`config.mk`:
```
export PLATFORM = sky130hd
export DESIGN_NAME = pipe_hazard_ctrl
export DESIGN_NICKNAME = d
export VERILOG_FILES = /design/src/rtl/pipe_hazard_ctrl.sv
export SDC_FILE = /design/constraint.sdc
export NUM_CORES = 1
export LEC_CHECK = 0
export ABC_AREA = 1
export CAP_MARGIN = 20
export CORE_MARGIN = 2
export CORE_UTILIZATION = 55
export DETAILED_ROUTE_END_ITERATION = 10
export DONT_BUFFER_PORTS = 1
export PLACE_DENSITY = 0.7
export REMOVE_ABC_BUFFERS = 1
export SLEW_MARGIN = 20
export SYNTH_ARGS = -nofsm -noshare
export SYNTH_HDL_FRONTEND = slang
export SYNTH_SLANG_ARGS = --single-unit
```
`constraint.sdc`:
```
create_clock -name clk -period 2.9 [get_ports clk]
set_input_delay 0 -clock clk [delete_from_list [all_inputs] [get_ports clk]]
set_output_delay 0 -clock clk [all_outputs]
set_load 0.1 [all_outputs]
```
`src/rtl/pipe_hazard_ctrl.sv`:
```
// Pipeline sequencing controller for a 5-stage RV32I core: load-use stalls,
// redirect flushes, data-memory freeze, memory timeout trap, perf counters.
// Ports: clk/reset; ID/EX/MEM hazard inputs; PC/IF-ID/ID-EX/EX-MEM controls;
//        sticky mem_timeout; saturating stall_cnt and flush_cnt.
// Control outputs are combinational from state and inputs (zero latency);
// counters and trap flag are registered.
module pipe_hazard_ctrl #(
    parameter int TIMEOUT = 64,
    parameter int CNT_W   = 16
) (
    input  logic             clk,
    input  logic             reset,
    input  logic [31:0]      id_inst,
    input  logic             id_valid,
    input  logic             ex_mem_read,
    input  logic [4:0]       ex_rd,
    input  logic             ex_redirect,
    input  logic             mem_busy,
    output logic             pc_write,
    output logic             if_id_write,
    output logic             id_ex_bubble,
    output logic             if_id_flush,
    output logic             id_ex_flush,
    output logic             ex_mem_hold,
    output logic             mem_timeout,
    output logic [CNT_W-1:0] stall_cnt,
    output logic [CNT_W-1:0] flush_cnt
);

    localparam int WC_W = ($clog2(TIMEOUT) < 1) ? 1 : $clog2(TIMEOUT);

    typedef enum logic [1:0] {
        RUN      = 2'd0,
        MEM_WAIT = 2'd1,
        TRAP     = 2'd2
    } state_t;

    state_t          state;
    logic            redirect_pend;
    logic [WC_W-1:0] wait_cnt;

    logic rs1_used;
    logic rs2_used;
    logic load_use;
    logic redir;

    // Which source register fields the ID instruction actually reads.
    always_comb begin
        rs1_used = 1'b0;
        rs2_used = 1'b0;
        case (id_inst[6:0])
            7'b0000011, 7'b0010011, 7'b1100111: rs1_used = 1'b1;
            7'b0110011, 7'b0100011, 7'b1100011: begin
                rs1_used = 1'b1;
                rs2_used = 1'b1;
            end
            default: ;
        endcase
    end

    assign load_use = id_valid && ex_mem_read && (ex_rd != 5'd0) &&
                      ((rs1_used && (id_inst[19:15] == ex_rd)) ||
                       (rs2_used && (id_inst[24:20] == ex_rd)));

    // A redirect seen during a freeze is replayed once the freeze lifts.
    assign redir = ex_redirect || redirect_pend;

    // Priority: trap > freeze > flush > load-use stall > normal.
    always_comb begin
        pc_write     = 1'b1;
        if_id_write  = 1'b1;
        id_ex_bubble = 1'b0;
        if_id_flush  = 1'b0;
        id_ex_flush  = 1'b0;
        ex_mem_hold  = 1'b0;
        if (state == TRAP || mem_busy) begin
            pc_write    = 1'b0;
            if_id_write = 1'b0;
            ex_mem_hold = 1'b1;
        end else if (redir) begin
            // ID instruction is squashed, so a coincident load-use is moot.
            if_id_flush = 1'b1;
            id_ex_flush = 1'b1;
        end else if (load_use) begin
            pc_write     = 1'b0;
            if_id_write  = 1'b0;
            id_ex_bubble = 1'b1;
        end
    end

    always_ff @(posedge clk or posedge reset) begin
        if (reset) begin
            state         <= RUN;
            redirect_pend <= 1'b0;
            wait_cnt      <= '0;
            mem_timeout   <= 1'b0;
            stall_cnt     <= '0;
            flush_cnt     <= '0;
        end else if (state != TRAP) begin
            case (state)
                RUN: begin
                    if (mem_busy) begin
                        state    <= MEM_WAIT;
                        wait_cnt <= WC_W'(1);
                    end
                end
                MEM_WAIT: begin
                    if (mem_busy) begin
                        if (wait_cnt == WC_W'(TIMEOUT - 1)) begin
                            state       <= TRAP;
                            mem_timeout <= 1'b1;
                        end else begin
                            wait_cnt <= wait_cnt + WC_W'(1);
                        end
                    end else begin
                        state    <= RUN;
                        wait_cnt <= '0;
                    end
                end
                default: state <= TRAP;
            endcase

            if (mem_busy) begin
                if (ex_redirect) redirect_pend <= 1'b1;
            end else begin
                // Not frozen: any pending redirect is being flushed now.
                redirect_pend <= 1'b0;
            end

            if (!pc_write && (stall_cnt != {CNT_W{1'b1}}))
                stall_cnt <= stall_cnt + CNT_W'(1);
            if (if_id_flush && (flush_cnt != {CNT_W{1'b1}}))
                flush_cnt <= flush_cnt + CNT_W'(1);
        end
    end

endmodule

```
* Word level (Yosys, flattened, before mapping)
Cells that the tools add are included.
** Storage, ports and cells
- Flip-flop bits (word level) :: 42
- Input bits :: 43
- Word-level logic and storage cells :: 70
** Cells by class
- $add $sub $neg :: 3
- Equal/unequal tests :: 18
- Muxes and demuxes :: 21
- Reductions and logical operators :: 22
** Operators with widths (number)
- adder 16 x 1 -> 16 bit (second input constant) :: 2
- inequality test 16 bit (second input constant) :: 2
- two-way mux 6 bit :: 3
- == test 7 x 6 -> 1 bit (second input constant) :: 2
- == test 7 bit (second input constant) :: 2
- two-way mux 1 bit :: 13
- one-hot mux 6 bit (2 select lines) :: 1
- == test 5 bit :: 2
- AND reduction 4 bit :: 2
- == test 7 x 2 -> 1 bit (second input constant) :: 1
- == test 7 x 5 -> 1 bit (second input constant) :: 1
- logical AND 1 bit :: 7
- adder 6 x 1 -> 6 bit (second input constant) :: 1
- == test 6 bit (second input constant) :: 1
- two-way mux 2 bit :: 3
- inequality test 2 bit (second input constant) :: 3
- inequality test 3 bit (second input constant) :: 2
- AND reduction 2 bit :: 3
- OR reduction 6 bit :: 1
- nonzero test 5 bit :: 1
- one-hot mux 2 bit (2 select lines) :: 1
- logical OR 1 bit :: 3
- AND reduction 3 bit :: 1
- OR reduction 3 bit :: 1
- other kinds (5) :: 5

* Longest topological paths before layout
Gate-level depths: netlist of the first run.
- Word-level depth :: 12
- Depth in mapped cells :: 14

* Least setup slack after synthesis of the first run
Ideal clock, no wire load.
- Path kind :: reg2reg
- Start point :: register state[0]
- End point :: register flush_cnt[6]
- Setup time :: 0.164 ns
- Arrival :: 2.998 ns
- Data required time :: 2.736 ns
- Setup slack :: -0.261 ns
- Stages on the path, launching flop included :: 9
- Path buffers :: 1
- Path through :: dfrtp_1 inv_1 nand2_1 nand2_2 nor2_1 nand2_1 buf_4 nor3_2 xor2_1
** On the way
- Longest elaborated chain between the ends :: 5
- Elaborated cells between the ends (all ways) :: 6
- Those cells by class :: 2 x eq/ne; 1 x mux; 3 x reduce/logical
** RTL lines
- from (decl) :: RTL line 38 : state_t state;
- from (signal assigned) :: RTL line 93 : state <= RUN;
- from (signal assigned) :: RTL line 103 : state <= MEM_WAIT;
- from (signal assigned) :: RTL line 110 : state <= TRAP;
- == test 2 bit :: RTL line 76 : if (state == TRAP || mem_busy) begin
- logical OR 1 bit :: RTL line 76
- two-way mux 1 bit
- named net id_ex_flush :: RTL line 23 : output logic id_ex_flush,
- logical AND 1 bit :: RTL line 132 : if (if_id_flush && (flush_cnt != {CNT_W{1'b1}}))
- AND reduction 2 bit (no line)
- to (signal assigned) :: RTL line 133 : flush_cnt <= flush_cnt + CNT_W'(1);
- to (decl) :: RTL line 27 : output logic [CNT_W-1:0] flush_cnt
The timed path passes the listed nets, and every way through them passes these cells.
A chain may end at the register's enable or synchronous reset.

* Worst setup path in the final report of the first run
- Start point :: register flush_cnt[0]
- End point :: register flush_cnt[5]
** On the way
- Longest elaborated chain between the ends :: 3
- Elaborated cells between the ends (all ways) :: 4
- Those cells by class :: 1 x add/sub; 1 x eq/ne; 2 x reduce/logical
** RTL lines
- branches (longest 3 deep; another with adder 16 x 1 -> 16 bit)
Parallel ways; which one is timed is not known.

==> run metrics, run 1 <==
outcome=completed; Clock Tree Root=sky130_fd_sc_hd__clkbuf_8; Critical Path End Type=register; vias in the first global route=between 2000 and 2500; fraction of the core area covered by cells at the end of the flow=about 66%; clk buf depth=2; horizontal die dimension=73.7 um; initial antenna violation count=0; TritonCTS clock tree=yes; wirelength, routed=5550 um; area of the die=0.00544 sq mm; crit path max-delay cell type=sky130_fd_sc_hd__dfrtp_1; post-route cell area=0.00309 sq mm; count of buffers from port buffering=0; Design Power=0.00103 W; met1 Use GR=26.6%; Worst Setup Slack post-DPL=between 0.9 and 1 ns; leakage component of the power=1.62 nW; Resize count post-CTS=0; library cell with the largest summed area after synthesis=sky130_fd_sc_hd__dfrtp_1; DR iter-0 viols=102; clock tree sinks=42; maximum number of pins on one net before global-route repair=43; number of top-level pins=82; placed cell count=452; highest cell delay on the worst timing path=0.36 ns; weighted congestion reported at the end of routability-driven placement=0.821; Critical Path RT=around 3.1 ns; Clock Skews=0.00563 ns; Final HPWL DP=4140 um; Slew HR=between 40 and 50%; later-pin clock latency in the skew report=0.30 ns; post-CTS clock slew at the launch and capture registers of the worst setup and hold paths=0.08 ns; total CTS buffers=5; cell area after technology mapping=0.00267 sq mm; NumNets Final=453; grt met2 use=37.5%; Top Family by Delay on Critical Path=simple AND/OR/NAND/NOR gates; timing-limited maximum frequency=506 MHz; top post-synthesis cells by area=sky130_fd_sc_hd__dfrtp_1, sky130_fd_sc_hd__nand2_1, sky130_fd_sc_hd__inv_1; grt total ovfl=0; sequential area share after synthesis=about two fifths; DRC violations left=0; warning count from the yosys run=0; area growth from synthesis to final layout=15.4%; most frequent standard cell in the layout excluding fill and tap cells=sky130_fd_sc_hd__nand2_1; met3 usage=6.17%; Inserted Diodes=0; Critical Path Start Type=register; global routing's busiest layer=met2; length of the first detailed-routing pass in iterations=4; class of the tightest hold or removal check=in2reg; minimum setup slack in the final design=0.922 ns; fraction of final layout cells sized beyond drive strength 1=15.4%; number of synthesized register bits=between 40 and 50; final hold violation count=0; max capacitance violation total=0; Avg Synthesized Cell Area=7.29 sq um; number of buffer and inverter instances along the worst setup path=1; top library cells by usage in the layout, fill and taps aside=sky130_fd_sc_hd__nand2_1, sky130_fd_sc_hd__inv_1, sky130_fd_sc_hd__dfrtp_1, sky130_fd_sc_hd__buf_4, sky130_fd_sc_hd__nor2_1; Cell Chain, Critical Path=ha_1 > nand3_1 > nor2_1 > nand3_1 > nand2_1 > inv_2 > nand2_1 > nor2_1 > nand2_1 > nand2_1; max-slew violation count=0; crit share post-route=68.2%; minimum clock period=just under 2 ns; CTS HTree Levels=2; placed cell areas=just under 0.003 sq mm; final-report setup violation count=0; row cnt=25; overall global routing resource usage=~22%; remaining antenna violation count after routing=0; worst vdd ir=0.000243 V; data arrival at the endpoint of the critical path=about 2.2 ns; PwrDens=about 330 mW/mm^2; maximum fanout along the worst path=12; vias post-DR=2351; via density per instance=5.09; average wire per standard cell=about 12 um; post-route insts no fill=462; library cell appearing most often on the critical path=sky130_fd_sc_hd__nand2_1; cells after synthesis=~370; RSZ-0062 raised after global routing=no; number of distinct library cells after synthesis=30; area of the placeable core=0.00469 sq mm; slew at the pin closest to its max-slew limit=0.892 ns; Crit Path Category=reg2reg; wire length of the first global-routing pass=around 9400 um; Chip Height=around 74 um; area share of the largest cell type after synthesis=39.3%; Starting Density=between 50% and 60%
## area by class of cell
type / count / area (sq um)
Fill cell: 435 / 1610
Sequential cell: 42 / 1050
Clock buffer: 6 / 82.6
Timing Repair Buffer: 39 / 298
Clock inverter: 2 / 12.5
Inverter: 52 / 195
Tap cell: 54 / 67.6
Multi-Input combinational cell: 267 / 1380
## sequential cells by signal (all words and copies together) (netlist names)
| name | flops |
|---|---|
| redirect_pend | 1 |
| stall_cnt | 16 |
| flush_cnt | 16 |
| state | 2 |
| mem_timeout | 1 |
| wait_cnt | 6 |
## timing repair
action / CTS / global route
hold buffers: 2 / 0
hold endpoints to repair: 45 / 0
setup buffers: 0 / 0
## through the flow
step	hold WS (ns)	setup TNS [ns]
after detailed placement	0.0494	0
after CTS	0.0881	0
after global routing	0.102	0
after floorplan	0.161	-32.85
after global placement	0.0454	0
final	0.0938	0
## power breakdown
part           internal (W)  switching, W
sequential         0.000587    0.00000254
combinational     0.0000161     0.0000299
clock              0.000191      0.000200
total              0.000795      0.000232
## path summary, 6_finish.rpt
check / from / end / cells after the start / slack (ns)
worst max-delay path: flush_cnt[0]$_DFFE_PP0P_ / flush_cnt[5]$_DFFE_PP0P_ / 10 / 0.92
worst min-delay path: ex_redirect / redirect_pend$_DFFE_PP0P_ / 3 / 0.09
worst max register to register: flush_cnt[0]$_DFFE_PP0P_ / flush_cnt[5]$_DFFE_PP0P_ / 10 / 0.92
worst min register to register: state[0]$_DFFE_PP0P_ / state[0]$_DFFE_PP0P_ / 1 / 0.49
max in group asynchronous: reset / flush_cnt[14]$_DFFE_PP0P_ / 3 / 2.27
min in group asynchronous: reset / mem_timeout$_DFFE_PP0P_ / 3 / 0.28
## worst min-delay path: cells and delay by family
| kind | cells | cell delay (ns) |
|---|---|---|
| simple gates | 2 | 0.25 |
| buf+inv | 1 | 0.10 |
## cells in the mapped netlist, drive strengths merged
master	instances
inv	51
xor2	20
a21oi	3
o21ai	12
or2	1
nand4	6
nand2	119
nor2	40
clkinv	1
nand3	34
xnor2	10
nor4	3
nor3	14
dfrtp	42
o31ai	2
ha	3
buf	6
## metal layers
metal	vias to the layer above	share of wire, %
li1	1219	-
met1	1062	45
met2	63	48
met3	7	6.1
met4	0	1.2
met5	-	0
## cell families (layout without fill, tap and decap cells)
family / count (synthesis) / after routing / synth area share (%)
compound gates: 17 / 17 / 3.37
xor+xnor: 30 / 30 / 9.83
fa+ha+maj: 3 / 3 / 1.40
buf+inv: 58 / 99 / 9.50
flops: 42 / 42 / 39.3
simple gates: 217 / 217 / 36.6
No activity file was read; power rests on OpenSTA's default activity.
==> run 2, diff against run 1 <==
--- a/config.mk
+++ b/config.mk
@@ -5,13 +5,13 @@
 export SDC_FILE = /design/constraint.sdc
 export NUM_CORES = 1
 export LEC_CHECK = 0
-export ABC_AREA = 1
+export ABC_AREA = 0
 export CAP_MARGIN = 20
 export CORE_MARGIN = 2
 export CORE_UTILIZATION = 55
 export DETAILED_ROUTE_END_ITERATION = 10
 export DONT_BUFFER_PORTS = 1
-export PLACE_DENSITY = 0.7
+export PLACE_DENSITY = 0.73
 export REMOVE_ABC_BUFFERS = 1
 export SLEW_MARGIN = 20
 export SYNTH_ARGS = -nofsm -noshare
==> constraint.sdc (replaced) <==
create_clock -name clk -period 1.7 [get_ports clk]
set_input_delay 0 -clock clk [delete_from_list [all_inputs] [get_ports clk]]
set_output_delay 0 -clock clk [all_outputs]
set_load 0.1 [all_outputs]
==> run 2 against run 1 <==
Effect of this change: first-iteration DRC count is 18% higher; flip-flop and latch count did not move; sequential share of layout area is 0.14 points higher; clock power is 100% higher; combinational power rose to 41 times the previous value; clock-buffer cell count is 1 higher; largest cell class unchanged; clock skew up 0.0026 ns; non-clock buffer count up 32; total power rose to 3.8 times the previous value; hold slack got worse by 0.077 ns; synthesized area down 18%; the flow now finishes with violations (setup timing); register-to-register slack lost 1.2 ns.
==> run metrics, run 2 <==
outcome=complete, but fails checks; violations in the final reports=setup timing; Clock Skews=0.00820 ns; Slew HR=64.6%; remaining antenna violation count after routing=0; multiplexer area fraction after synthesis=under 10%; number of distinct library cells after synthesis=39; most repeated cell in the gate-level netlist after synthesis=sky130_fd_sc_hd__dfrtp_1; fraction of final layout cells sized beyond drive strength 1=34.9%; DRC violations left=0; number of top-level pins=between 80 and 90; worst vdd ir=0.00160 V; minimum setup slack in the final design=-0.295 ns; area growth from synthesis to final layout=39.5%; count of buffers from port buffering=0; FF/Latch Area=0.00105 sq mm; average wire per standard cell=18.3 um; area of the die=around 0.0045 sq mm; sequential area share after synthesis=47.7%; post-CTS clock slew at the launch and capture registers of the worst setup and hold paths=~0.08 ns; Critical Path RT=~1.9 ns; warning count from the yosys run=0; Inserted Diodes=0; final-report setup violation count=19; Critical Path End Type=register; later-pin clock latency in the skew report=0.31 ns; Top Family by Delay on Critical Path=compound AO/OA/AOI/OAI gates; Cell Chain, Critical Path=or2_1 > o41a_1 > a311oi_4 > buf_12 > buf_12 > nand4_1 > xnor2_1; max-slew violation count=0; dominant combinational cell family by area after synthesis=simple AND/OR/NAND/NOR gates; horizontal die dimension=~67 um; cells after synthesis=216; number of buffer and inverter instances along the worst setup path=2; Critical Path Start Type=register; fill cell instance count of the final layout=218; top cells by instance count after synthesis=sky130_fd_sc_hd__dfrtp_1, sky130_fd_sc_hd__xnor2_1, sky130_fd_sc_hd__nand2_1; minimum clock period=between 1.5 and 2 ns; wire length of the first global-routing pass=9450 um; length of the first detailed-routing pass in iterations=4; class of the tightest hold or removal check=in2reg; wirelength, routed=6180 um; total area of multi-input combinational cells=0.00123 sq mm; total CTS buffers=5; data arrival at the endpoint of the critical path=2.18 ns; Avg Synthesized Cell Area=just over 10 sq um; clock tree sinks=42; library cell appearing most often on the critical path=sky130_fd_sc_hd__buf_12; placed cell count=around 320; initial antenna violation count=0; final hold violation count=0; vias in the first global route=2056; RSZ-0062 raised after global routing=yes; maximum fanout along the worst path=8; Synth Area in XOR/XNOR=15.9%; Post-synth EDFFs=0; leakage component of the power=1.42 nW; via density per instance=around 5.9; Design Power=0.00395 W; max capacitance violation total=0; Chip Height=67.3 um; slew at the pin closest to its max-slew limit=roughly 0.53 ns; Crit Path Category=reg2reg; maximum number of pins on one net before global-route repair=43; area share of the largest cell type after synthesis=47.7%; area of the placeable core=0.00374 sq mm; TritonCTS clock tree=yes; most frequent standard cell in the layout excluding fill and tap cells=sky130_fd_sc_hd__buf_4; NumNets Final=334; Clock Tree Root=sky130_fd_sc_hd__clkbuf_8; top library cells by usage in the layout, fill and taps aside=sky130_fd_sc_hd__buf_4, sky130_fd_sc_hd__dfrtp_1, sky130_fd_sc_hd__xnor2_1, sky130_fd_sc_hd__nand2_1, sky130_fd_sc_hd__nand4_1; post-route insts no fill=337; CTS HTree Levels=2; most used flip-flop cell after synthesis=sky130_fd_sc_hd__dfrtp_1; top post-synthesis cells by area=sky130_fd_sc_hd__dfrtp_1, sky130_fd_sc_hd__xnor2_1, sky130_fd_sc_hd__xor2_1; highest cell delay on the worst timing path=0.44 ns; Final HPWL DP=about 4000 um; cell area after technology mapping=around 0.0022 sq mm; clk buf depth=2; crit path max-delay cell type=sky130_fd_sc_hd__o41a_1; row cnt=22; library cell with the largest summed area after synthesis=sky130_fd_sc_hd__dfrtp_1; weighted congestion reported at the end of routability-driven placement=0.830; adder-cell share of the synthesized area=1.70%; Starting Density=between 50% and 60%; crit share post-route=117%; registers with the most flip-flops=flush_cnt: 16 flops, stall_cnt: 16 flops, wait_cnt: 6 flops; grt total ovfl=0; overall global routing resource usage=28.2%; DR iter-0 viols=120; PwrDens=1290 mW/mm^2; async set or reset register ratio after synthesis=100%; timing-limited maximum frequency=around 500 MHz; Synth Area in Compound Gates=6.88%; number of synthesized register bits=42; vias post-DR=between 1500 and 2000; area fraction in and, or, nand and nor cells after synthesis=between 20% and 30%
-- run 2: path summary, 6_finish.rpt --
path | startpoint | end | slack [ns] | cells past startpoint
worst min register to register | mem_timeout$_DFFE_PP0P_ | mem_timeout$_DFFE_PP0P_ | 0.52 | 1
worst min-delay path | mem_busy | wait_cnt[4]$_DFFE_PP0P_ | 0.02 | 2
worst max register to register | redirect_pend$_DFFE_PP0P_ | stall_cnt[7]$_DFFE_PP0P_ | -0.30 | 7
min in group asynchronous | reset | mem_timeout$_DFFE_PP0P_ | 0.27 | 3
max in group asynchronous | reset | flush_cnt[6]$_DFFE_PP0P_ | 1.06 | 3
worst max-delay path | redirect_pend$_DFFE_PP0P_ | stall_cnt[7]$_DFFE_PP0P_ | -0.30 | 7
-- run 2: area by class of cell --
cell class | count | share of cell area, %
inverters | 5 | 0.611
flip-flops and latches | 42 | 34.2
well taps | 48 | 1.95
repair buffers | 71 | 19.7
clock inverters | 1 | 0.977
multi-input cells | 163 | 40.1
clock buffers | 7 | 2.48
-- run 2: per-layer routing --
| layer | vias up | wire length [um] | global-route usage (%) |
|---|---|---|---|
| met5 | - | 0 | 0 |
| met4 | 0 | 204 | 11.2 |
| met3 | 25 | 271 | 7.67 |
| met2 | 70 | 3270 | 51.5 |
| met1 | 993 | 2430 | 31.0 |
| li1 | 905 | - | - |
-- run 2: cell families (layout without fill, tap and decap cells) --
| logic type | Yosys count | after routing |
|---|---|---|
| and+or+nand+nor | 97 | 97 |
| DFF | 42 | 42 |
| xor gates and xnor gates | 40 | 40 |
| AOI/OAI and AO/OA | 19 | 19 |
| buffers and inverters | 11 | 84 |
| muxes | 4 | 4 |
| adders and majority gates | 3 | 3 |
-- run 2: report_power, final --
part / internal, W / switching, W / leakage (nW)
clock: 0.000440 / 0.000356 / 0.0524
combinational: 0.000466 / 0.00145 / 0.812
sequential: 0.00115 / 0.0000968 / 0.557
-- run 2: what timing repair did --
action,in CTS,in global routing
hold endpoints to repair,48,0
endpoints found under the setup margin,27,39
hold buffers,3,0
gates resized for setup,15,16
setup buffers,5,5
pin swaps,18,16
-- run 2: metrics by stage --
| stage | TNS (ns) | util (%) | worst slack [ns] | cell area (sq um) | hold slack, ns |
|---|---|---|---|---|---|
| after floorplan | -34.47 | - | -2.55 | 2160 | 0.136 |
| after global placement | -2.11 | 73.0 | -0.235 | 2730 | 0.0404 |
| after detailed placement | -2.96 | 73.0 | -0.280 | 2730 | 0.0556 |
| after CTS | -4.46 | 79.4 | -0.291 | 2970 | 0.0118 |
| after global routing | -5.58 | 82.1 | -0.377 | 3070 | 0.0255 |
| final | -4.22 | 82.1 | -0.295 | 3070 | 0.0173 |
==> run 3, diff against run 2 <==
--- a/config.mk
+++ b/config.mk
@@ -6,12 +6,12 @@
 export NUM_CORES = 1
 export LEC_CHECK = 0
 export ABC_AREA = 0
+export BUFFER_PORTS_ARGS = -buffer_cell sky130_fd_sc_hd__buf_2
 export CAP_MARGIN = 20
 export CORE_MARGIN = 2
-export CORE_UTILIZATION = 55
+export CORE_UTILIZATION = 53
 export DETAILED_ROUTE_END_ITERATION = 10
-export DONT_BUFFER_PORTS = 1
-export PLACE_DENSITY = 0.73
+export PLACE_DENSITY = 0.85
 export REMOVE_ABC_BUFFERS = 1
 export SLEW_MARGIN = 20
 export SYNTH_ARGS = -nofsm -noshare
==> constraint.sdc (replaced) <==
create_clock -name clk -period 2.6 [get_ports clk]
set_input_delay 0 -clock clk [delete_from_list [all_inputs] [get_ports clk]]
set_output_delay 0 -clock clk [all_outputs]
set_load 0.1 [all_outputs]
==> run 3 against run 2 <==
Effect of this change: the run ends with hold timing left; sequential power down 30%; combinational power down 45%; flip-flop and latch count unchanged; global-route usage down 4.5 points; final cell count unchanged; clock-buffer cell count unchanged; via count down 6.8%; wire length down 20%; critical path type unchanged; largest cell class unchanged; largest power group unchanged.
==> run metrics, run 3 (synthesis results as in run 2) <==
outcome=complete, but fails checks; violations in the final reports=hold timing; Final HPWL DP=between 3000 and 4000 um; Design Power=between 0.002 and 0.0025 W; Post-CTS Setup Inserts=0; class of the tightest hold or removal check=in2reg; CTS HTree Levels=2; post-CTS clock slew at the launch and capture registers of the worst setup and hold paths=0.08 ns; initial antenna violation count=0; number of top-level pins=82; Clock Tree Root=sky130_fd_sc_hd__clkbuf_8; top library cells by usage in the layout, fill and taps aside=sky130_fd_sc_hd__buf_2, sky130_fd_sc_hd__dfrtp_1, sky130_fd_sc_hd__xnor2_1, sky130_fd_sc_hd__nand2_1, sky130_fd_sc_hd__nor2_1; final hold violation count=1; most frequent standard cell in the layout excluding fill and tap cells=sky130_fd_sc_hd__buf_2; Chip Height=~70 um; Crit Path Category=reg2reg; row cnt=23; Slew HR=59.0%; RSZ-0062 raised after global routing=no; NumNets Final=332; minimum clock period=around 2.3 ns; met1 Use GR=between 20% and 30%; hold-fix buffers at CTS=1; PwrDens=884 mW/mm^2; final-report setup violation count=0; leakage component of the power=1.33 nW; fill cell instance count of the final layout=just over 300; overall global routing resource usage=23.7%; DR iter-0 viols=100; max capacitance violation total=0; global routing's busiest layer=met2; fraction of final layout cells sized beyond drive strength 1=28.2%; Clock Skews=0.0114 ns; TritonCTS clock tree=yes; vias post-DR=approximately 1900; Critical Path RT=2.79 ns; fraction of the core area covered by cells at the end of the flow=~67%; grt total ovfl=0; placed cell count=328; maximum number of pins on one net before global-route repair=43; via density per instance=5.51; total CTS buffers=5; met3 usage=approximately 7.2%; count of buffers from port buffering=66; Starting Density=55.1%; wire length of the first global-routing pass=around 8200 um; average wire per standard cell=14.6 um; Inserted Diodes=0; timing-limited maximum frequency=442 MHz; grt met2 use=39.3%; crit share post-route=87.0%; wirelength, routed=4920 um; later-pin clock latency in the skew report=between 0.3 and 0.4 ns; clock tree sinks=42; remaining antenna violation count after routing=0; registers with the most flip-flops=flush_cnt: 16 flops, stall_cnt: 16 flops, wait_cnt: 6 flops; data arrival at the endpoint of the critical path=2.45 ns; worst hold margin=-0.000657 ns; area of the placeable core=0.00400 sq mm; weighted congestion reported at the end of routability-driven placement=between 0.7 and 0.8; post-route insts no fill=about 340; worst vdd ir=0.00111 V; horizontal die dimension=68.5 um; Resize count post-CTS=0; Critical Path End Type=register; max-slew violation count=0; Critical Path Start Type=register; area of the die=0.00469 sq mm; length of the first detailed-routing pass in iterations=4; vias in the first global route=roughly 1800; clk buf depth=2; DRC violations left=0; slew at the pin closest to its max-slew limit=0.613 ns; maximum fanout along the worst path=10; area growth from synthesis to final layout=21.6%
## run 3: changes by cell type in the layout (fill, tap and decap cells not counted), sizes merged
cell	previous run	this run
bufinv	1	0
clkinv	0	1
dlygate4sd3	3	1
## run 3: report_power, final
group | internal, W | switching, W | total [W] | leakage, nW
registers | 0.000749 | 0.000113 | 0.000862 | 0.557
logic | 0.000198 | 0.000853 | 0.00105 | 0.722
clock network | 0.000219 | 0.000233 | 0.000453 | 0.0489
## run 3: cell type report
| cell class | instances | area, sq um | share of cell area, % |
|---|---|---|---|
| Multi-Input combinational cell | 163 | 1090 | 40.9 |
| Clock inverter | 1 | 8.76 | 0.327 |
| Timing Repair Buffer | 69 | 355 | 13.3 |
| Sequential cell | 42 | 1050 | 39.3 |
| Tap cell | 50 | 62.6 | 2.34 |
| Clock buffer | 7 | 86.3 | 3.22 |
| Inverter | 5 | 18.8 | 0.701 |
## run 3: worst paths after layout
path                                          startpoint                       end  slack, ns  depth (start not counted)
max in group asynchronous                          reset      state[0]$_DFFE_PP0P_       1.87                          4
worst max register to register  stall_cnt[7]$_DFFE_PP0P_  stall_cnt[7]$_DFFE_PP0P_       0.34                          7
min in group asynchronous                          reset  flush_cnt[9]$_DFFE_PP0P_       0.35                          4
worst min register to register   mem_timeout$_DFFE_PP0P_   mem_timeout$_DFFE_PP0P_       0.48                          1
worst min-delay path                            mem_busy   mem_timeout$_DFFE_PP0P_    -0.0007                          3
worst max-delay path            stall_cnt[7]$_DFFE_PP0P_  stall_cnt[7]$_DFFE_PP0P_       0.34                          7
## run 3: metal layers
metal,wire length (um),vias up
met1,2080,910
li1,-,899
met3,240,5
met4,65,0
met5,0,-
met2,2530,43
## run 3: worst max-delay path, stage by stage (launching register included)
cell and delay [ns]:
sky130_fd_sc_hd__dfrtp_1 0.44, sky130_fd_sc_hd__and4_1 0.23, sky130_fd_sc_hd__and3_1 0.22, sky130_fd_sc_hd__and4_4 0.21, sky130_fd_sc_hd__a311oi_4 0.50, sky130_fd_sc_hd__buf_4 0.24, sky130_fd_sc_hd__nand4_1 0.13, sky130_fd_sc_hd__xnor2_1 0.17
## run 3: stage by stage
stage / cell area [sq um] / hold slack [ns] / worst slack (ns) / TNS (ns)
after global placement: 2570 / 0.157 / 0.441 / 0
after global routing: 2680 / 0.0195 / 0.235 / 0
final: 2680 / -0.000657 / 0.338 / 0
after detailed placement: 2570 / 0.160 / 0.397 / 0
after floorplan: 2160 / 0.136 / -1.65 / -7.62
after CTS: 2680 / 0.00331 / 0.358 / 0
